[src/rtl/hit_score_reader_pkg.sv]
// hit_score_reader_pkg: shared constants, field slices and state encoding for the hit-score reader.
// Rev 1.0
`default_nettype none

package hit_score_reader_pkg;

  localparam int MEMORY_ADDRESS   = 14;
  localparam int MEMORY_DATAWIDTH = 64;
  localparam int LENGTH_COUNTER   = 8;
  localparam int COUNT_W          = 29;
  localparam int HIT_BASE         = 16262;

  localparam logic [MEMORY_ADDRESS-1:0] HIT_BASE_ADDR = MEMORY_ADDRESS'(HIT_BASE);
  // Records fill the words above the header up to the top of the address space.
  localparam logic [COUNT_W-1:0] REC_CAP = COUNT_W'((2 ** MEMORY_ADDRESS) - 1 - HIT_BASE);

  localparam int SCORE_LSB  = 0;
  localparam int LENGTH_LSB = LENGTH_COUNTER;
  localparam int S_ADDR_LSB = 2 * LENGTH_COUNTER;
  localparam int Q_ADDR_LSB = 3 * LENGTH_COUNTER;

  localparam logic [7:0] FINISHED_CODE = 8'hEE;

  typedef logic [2:0] state_t;
  localparam state_t ST_IDLE     = 3'd0;
  localparam state_t ST_RD_HDR   = 3'd1;
  localparam state_t ST_WAIT_HDR = 3'd2;
  localparam state_t ST_STREAM   = 3'd3;
  localparam state_t ST_DONE     = 3'd4;

  function automatic logic [COUNT_W-1:0] clamp_count(input logic [31:0] len);
    return (len[31:3] > REC_CAP) ? REC_CAP : len[31:3];
  endfunction

  function automatic logic len_bad(input logic [31:0] len);
    return (len[2:0] != 3'd0) || (len[31:3] > REC_CAP);
  endfunction

endpackage

`default_nettype wire

[src/rtl/hit_fifo2.sv]
// hit_fifo2: 2-entry {last,data} FIFO whose head falls through straight from the write port when empty.
// Rev 1.0
`default_nettype none

module hit_fifo2 (
  input  logic        clk,
  input  logic        rst_n,
  input  logic        push,
  input  logic [32:0] din,
  input  logic        pop,
  output logic        valid,
  output logic [32:0] dout,
  output logic [1:0]  count
);

  logic [32:0] r_mem [2];
  logic        r_wr;
  logic        r_rd;
  logic [1:0]  r_count;
  logic        w_empty;
  logic        w_store;
  logic        w_take;

  // A push that is popped in the same cycle while empty bypasses storage entirely.
  always_comb begin
    w_empty = (r_count == 2'd0);
    w_store = push && !(w_empty && pop);
    w_take  = pop && !w_empty;
  end

  assign valid = !w_empty || push;
  assign dout  = !w_empty ? r_mem[r_rd] : (push ? din : 33'd0);
  assign count = r_count;

  always_ff @(posedge clk or negedge rst_n) begin
    if (!rst_n) begin
      r_mem[0] <= '0;
      r_mem[1] <= '0;
      r_wr     <= 1'b0;
      r_rd     <= 1'b0;
      r_count  <= 2'd0;
    end else begin
      if (w_store) begin
        r_mem[r_wr] <= din;
        r_wr        <= ~r_wr;
      end
      if (w_take) begin
        r_rd <= ~r_rd;
      end
      r_count <= r_count + {1'b0, w_store} - {1'b0, w_take};
    end
  end

endmodule

`default_nettype wire

[src/rtl/hit_score_reader.sv]
// hit_score_reader: reads the hit-score header, then prefetches and streams each record on valid/ready.
// Rev 1.0
`default_nettype none

module hit_score_reader
  import hit_score_reader_pkg::*;
(
  input  logic                        clk,
  input  logic                        reset_n,
  input  logic                        start,
  output logic                        busy,
  output logic                        done,
  output logic [31:0]                 subject_id,
  output logic [COUNT_W-1:0]          record_count,
  output logic                        header_valid,
  output logic                        len_error,
  output logic [MEMORY_ADDRESS-1:0]   memory_address,
  output logic                        memory_read,
  input  logic [MEMORY_DATAWIDTH-1:0] memory_readdata,
  output logic                        rec_valid,
  input  logic                        rec_ready,
  output logic [31:0]                 rec_data,
  output logic                        rec_last
);

  state_t                    r_state;
  state_t                    w_next_state;
  logic [COUNT_W-1:0]        r_issued;
  logic [MEMORY_ADDRESS-1:0] r_ptr;
  logic [MEMORY_ADDRESS-1:0] r_addr;
  logic                      r_pend;
  logic                      r_pend_last;
  logic                      w_rd_hdr;
  logic                      w_issue;
  logic                      w_pop;
  logic [COUNT_W-1:0]        w_hdr_count;
  logic [1:0]                w_fifo_count;
  logic [32:0]               w_fifo_dout;

  assign w_hdr_count = clamp_count(memory_readdata[31:0]);
  assign w_pop       = rec_valid && rec_ready;

  // The in-flight read is counted so the FIFO can never be over-committed.
  assign w_issue = (r_state == ST_STREAM)
                && (({1'b0, w_fifo_count} + {2'b00, r_pend}) < 3'd2)
                && (r_issued < record_count);

  assign memory_read    = w_rd_hdr || w_issue;
  assign memory_address = w_rd_hdr ? HIT_BASE_ADDR : (w_issue ? r_ptr : r_addr);

  always_ff @(posedge clk or negedge reset_n) begin
    if (!reset_n) begin
      r_state <= ST_IDLE;
    end else begin
      r_state <= w_next_state;
    end
  end

  always_comb begin
    w_next_state = r_state;
    case (r_state)
      ST_IDLE:     if (start) w_next_state = ST_RD_HDR;
      ST_RD_HDR:   w_next_state = ST_WAIT_HDR;
      ST_WAIT_HDR: w_next_state = (w_hdr_count == '0) ? ST_DONE : ST_STREAM;
      ST_STREAM:   if (w_pop && rec_last) w_next_state = ST_DONE;
      ST_DONE:     w_next_state = ST_IDLE;
      default:     w_next_state = ST_IDLE;
    endcase
  end

  always_comb begin
    busy     = 1'b0;
    done     = 1'b0;
    w_rd_hdr = 1'b0;
    case (r_state)
      ST_RD_HDR: begin
        busy     = 1'b1;
        w_rd_hdr = 1'b1;
      end
      ST_WAIT_HDR: busy = 1'b1;
      ST_STREAM:   busy = 1'b1;
      ST_DONE:     done = 1'b1;
      default:     busy = 1'b0;
    endcase
  end

  always_ff @(posedge clk or negedge reset_n) begin
    if (!reset_n) begin
      subject_id   <= '0;
      record_count <= '0;
      header_valid <= 1'b0;
      len_error    <= 1'b0;
      r_issued     <= '0;
      r_ptr        <= '0;
      r_addr       <= '0;
      r_pend       <= 1'b0;
      r_pend_last  <= 1'b0;
    end else begin
      r_pend <= w_issue;
      if ((r_state == ST_IDLE) && start) begin
        header_valid <= 1'b0;
        len_error    <= 1'b0;
        r_issued     <= '0;
        r_ptr        <= HIT_BASE_ADDR + MEMORY_ADDRESS'(1);
      end
      if (r_state == ST_RD_HDR) begin
        r_addr <= HIT_BASE_ADDR;
      end
      if (r_state == ST_WAIT_HDR) begin
        subject_id   <= memory_readdata[63:32];
        record_count <= w_hdr_count;
        len_error    <= len_bad(memory_readdata[31:0]);
        header_valid <= 1'b1;
      end
      if (w_issue) begin
        r_issued    <= r_issued + COUNT_W'(1);
        r_ptr       <= r_ptr + MEMORY_ADDRESS'(1);
        r_addr      <= r_ptr;
        r_pend_last <= (r_issued == (record_count - COUNT_W'(1)));
      end
    end
  end

  hit_fifo2 u_fifo (
    .clk   (clk),
    .rst_n (reset_n),
    .push  (r_pend),
    .din   ({r_pend_last, memory_readdata[31:0]}),
    .pop   (rec_ready),
    .valid (rec_valid),
    .dout  (w_fifo_dout),
    .count (w_fifo_count)
  );

  assign rec_data = w_fifo_dout[31:0];
  assign rec_last = w_fifo_dout[32];

endmodule

`default_nettype wire

[config.mk]
export PLATFORM = sky130hd
export DESIGN_NAME = hit_score_reader
export DESIGN_NICKNAME = d
export VERILOG_FILES = /design/src/rtl/hit_score_reader_pkg.sv /design/src/rtl/hit_fifo2.sv /design/src/rtl/hit_score_reader.sv
export SDC_FILE = /design/constraint.sdc
export NUM_CORES = 1
export LEC_CHECK = 0
export ABC_CLOCK_PERIOD_IN_PS = 2550
export BUFFER_PORTS_ARGS = -buffer_cell sky130_fd_sc_hd__buf_4
export CAP_MARGIN = 20
export CORE_ASPECT_RATIO = 1.75
export CORE_MARGIN = 4
export CORE_UTILIZATION = 40
export CTS_CLUSTER_SIZE = 14
export DETAILED_ROUTE_END_ITERATION = 6
export GPL_TIMING_DRIVEN = 0
export HOLD_SLACK_MARGIN = 0.08
export PLACE_DENSITY = 0.72
export SLEW_MARGIN = 20
export SYNTH_ARGS = -nofsm -noshare
export SYNTH_HDL_FRONTEND = slang
export SYNTH_SLANG_ARGS = --single-unit
[constraint.sdc]
create_clock -name clk -period 2.55 [get_ports clk]
set_clock_uncertainty 0.15 [all_clocks]
set_input_delay 0.1275 -clock clk [delete_from_list [all_inputs] [get_ports clk]]
set_output_delay 0.1275 -clock clk [all_outputs]
set_load 0.01 [all_outputs]
==> results.sh <==
export IMPL_r2r_cells=15
export IMPL_status="finished, violations left"
export IMPL_cts_tree="yes"
export IMPL_ys_types=61
export IMPL_cts_buffers=17
export IMPL_cellPowerDensity_nw_per_um2=435
export IMPL_clkSinkCount=195
export IMPL_required_ps=2270
export IMPL_post_drt_wl_per_cell_um=20.5
export IMPL_cpPeakStageDelay_ps=400
export IMPL_drt_iter0_markers=485
export IMPL_io_pins=182
export IMPL_pre_cts_ws_ps=-891
export IMPL_areaGrowthSynthToFinish_pct=51.2
export IMPL_cp_data_arrival_time_ps=2980
export IMPL_start_kind="flip-flop"
export IMPL_violations="negative setup slack"
export IMPL_vias=10100
export IMPL_synth_seq_area_share_pct=46.7
export IMPL_p_leak_uw=0.00761
export IMPL_worstHoldPathType="in -> reg"
export IMPL_max_freq_mhz=307
export IMPL_drc=0
export IMPL_end_kind="primary output"
export IMPL_nets=1522
export IMPL_num_rows=78
export IMPL_crit_type="reg -> out"
export IMPL_drt_wl_total_um=35900
export IMPL_period_needed_ps=3250
export IMPL_grt_use_total_pct=24.6
export IMPL_cts_root_buf="clkbuf_16"
export IMPL_place_hpwl_um=22700
export IMPL_layoutNonFillerInstCount=1753
export IMPL_first_pass_iters=5
export IMPL_tns_ps=-23090
export IMPL_rr_startpoint="record_count[20]$_DFFE_PN0P_"
export IMPL_multi_input_area_sq_um=6020
export IMPL_cp_endpoint="memory_address[6]"
export IMPL_antenna_found_initial=0
export IMPL_nFillCells=1939
export IMPL_synth_seq_cells=195
export IMPL_layout_setup_ws_ps=-703
export IMPL_fin_crit_sh_pct=128
export IMPL_grt_max_degree=95
export IMPL_syn_avg_cell_area_sq_um=10.1
export IMPL_synth_area_sq_um=10400
export IMPL_postRouteAntennaNets=0
export IMPL_synth_ff_type="dfrtp_1"
export IMPL_dp_cells=1541
export IMPL_worstMarginPinSlew_ps=877
export IMPL_antenna_cells=0
export IMPL_viasPerCell=5.76
export IMPL_clock_path_buffers=2
export IMPL_reg2reg_to="r_pend_last$_DFFE_PN0P_"
export IMPL_syn_num_nets=1140
export IMPL_maxCapViolations=0
export IMPL_slowest_stage="dfrtp_1"
export IMPL_cp_startpoint="record_count[20]$_DFFE_PN0P_"
export IMPL_ir_drop_mv=0.650
export IMPL_register_area_sq_um=4920
export IMPL_clock_latency_ps=450
export IMPL_hold_viol=0
export IMPL_die_area_sq_um=28900
export IMPL_grt_pass1_vias=10600
export IMPL_setup_viol=66
export IMPL_maxSlewViolCount=0
export IMPL_synth_warnings=0
export IMPL_portBuffers=181
export IMPL_min_from="memory_readdata[13]"
export IMPL_async_flop_share_pct=100
export IMPL_ff2ff_setup_slack_ps=-460
export IMPL_max_slew_margin_pct=41.2
export IMPL_htree_num_levels=4
export IMPL_routabilityCongestion=0.941
export IMPL_grt_pass1_wl_um=55800
export IMPL_initial_utilization_pct=40.4
export IMPL_grt_ovfl_total=0
export IMPL_core_area_sq_um=25900
export IMPL_die_h_um=222
export IMPL_die_x_um=130
export IMPL_synth_top_area_share_pct=46.7
export IMPL_layout_commonest_cell="buf_4"
export IMPL_cp_max_fo=6
export IMPL_grt_setup_unrepaired="yes"
export IMPL_holdWs_ps=44.7
export IMPL_cp_cell_sequence="inv_2 -> ha_4 -> and4_4 -> a221oi_4 -> o2111ai_2 -> o21a_1 -> buf_8 -> clkbuf_16 -> clkbuf_16 -> buf_8 -> nand3_4 -> nand2_2 -> buf_6"
export IMPL_path_clk_slew_ps=70
export IMPL_drive_above_1_share_pct=45.0
export IMPL_final_cell_mix="buf_4 (252), dfrtp_1 (161), mux2_2 (98)"
export IMPL_yosysTopAreaCell="dfrtp_1"
export IMPL_synthTopCellsByArea="dfrtp_1 (47%), mux2_2 (11%), o21ai_0 (4.2%)"
export IMPL_synth_edf_count=0
export IMPL_synth_cells=1038
-- layer usage --
layer  global-route usage, %  vias up  wire length (um)
li1                        -     4503                 -
met1                    24.7     4996             11900
met2                    44.4      435             19500
met3                    5.42      167              1780
met4                    15.4        0              2700
met5                       0        -                 0
-- worst min path at each step --
stage	end	depth (start not counted)
floorplan	header_valid$_DFFE_PN0P_	0
global placement	subject_id[24]$_DFFE_PN0P_	2
detailed placement	r_addr[0]$_DFFE_PN0P_	1
CTS	record_count[2]$_DFFE_PN0P_	4
global route	record_count[0]$_DFFE_PN0P_	5
finish	record_count[0]$_DFFE_PN0P_	5
-- stage by stage --
step | power (uW) | cell area [sq um] | utilization, %
2_1_floorplan | 3600 | 10500 | -
3_3_place_gp | 3940 | 12300 | 47.6
3_5_place_dp | 3960 | 12400 | 47.8
4_1_cts | 6930 | 15300 | 59.1
5_1_grt | 7110 | 15800 | 61.0
6_report | 6870 | 15800 | 61.0
-- Yosys cell counts (all sizes together), types with 3 or more instances --
cell type	number
dfrtp	195
mux2	99
o21ai	93
nand2	71
nand3	70
inv	58
nor2	52
a21oi	47
clkbuf	38
mux2i	38
ha	34
xnor2	20
nand4	17
nor4	17
nor3	16
or3	16
xor2	15
and3	14
buf	14
and2	12
and4	9
nand3b	8
a211o	7
a211oi	7
a21o	7
a31oi	7
or4	7
nand2b	5
nor2b	4
nor3b	4
o22a	4
a2111oi	3
o21a	3
o31ai	3
-- critical path: cells and delay by family (launching register included) --
family                   cells  cell delay (ps)
AO/OA/AOI/OAI                3              750
flip-flops                   1              400
adder cells (fa/ha/maj)      1              220
AND/OR/NAND/NOR              3              370
buffers and inverters        6              780
-- cells by family (layout without fill, tap and decap cells) --
| kind of cell | count (synthesis) | in the layout | share of synthesized area [%] |
|---|---|---|---|
| and+or+nand+nor | 326 | 326 | 16.3 |
| AOI/OAI and AO/OA | 200 | 200 | 11.4 |
| DFF | 195 | 195 | 46.7 |
| muxes | 137 | 137 | 14.3 |
| buffers and inverters | 110 | 505 | 4.01 |
| xor gates and xnor gates | 36 | 36 | 3.16 |
| adders and majority gates | 34 | 34 | 4.07 |
-- power by group --
group          switching, uW  leakage (uW)  total (uW)  internal, uW
Sequential              22.9       0.00248        3140          3120
Combinational            523       0.00483         871           348
Clock                   1200      0.000298        2860          1660
-- cell type report --
| type | instances | share of cell area, % |
|---|---|---|
| timing repair buffer | 365 | 20.4 |
| sequential | 195 | 31.2 |
| buffer | 50 | 2.48 |
| multi-input combinational | 733 | 38.1 |
| inverter | 58 | 1.41 |
| clock inverter | 10 | 0.991 |
| tap | 320 | 2.54 |
| clock buffer | 22 | 2.88 |
-- repair_timing --
item | CTS | global route
resized for setup | 259 | 85
hold buffers | 70 | 1
endpoints found under the hold margin | 211 | 2
pin swaps | 49 | 29
buffers inserted | 80 | 31
cloned | 4 | 1
setup endpoints to repair | 163 | 132
-- state kept, by name, summed over array words and instances, names as in the netlist --
signal and cells:
u_fifo.r_mem 66, subject_id 32, r_issued 29, record_count 29, r_addr 14, r_ptr 14, r_state 3, u_fifo.count 2
header_valid 1, len_error 1, r_pend 1, r_pend_last 1, u_fifo.r_rd 1, u_fifo.r_wr 1
No activity file was read; power rests on OpenSTA's default activity.
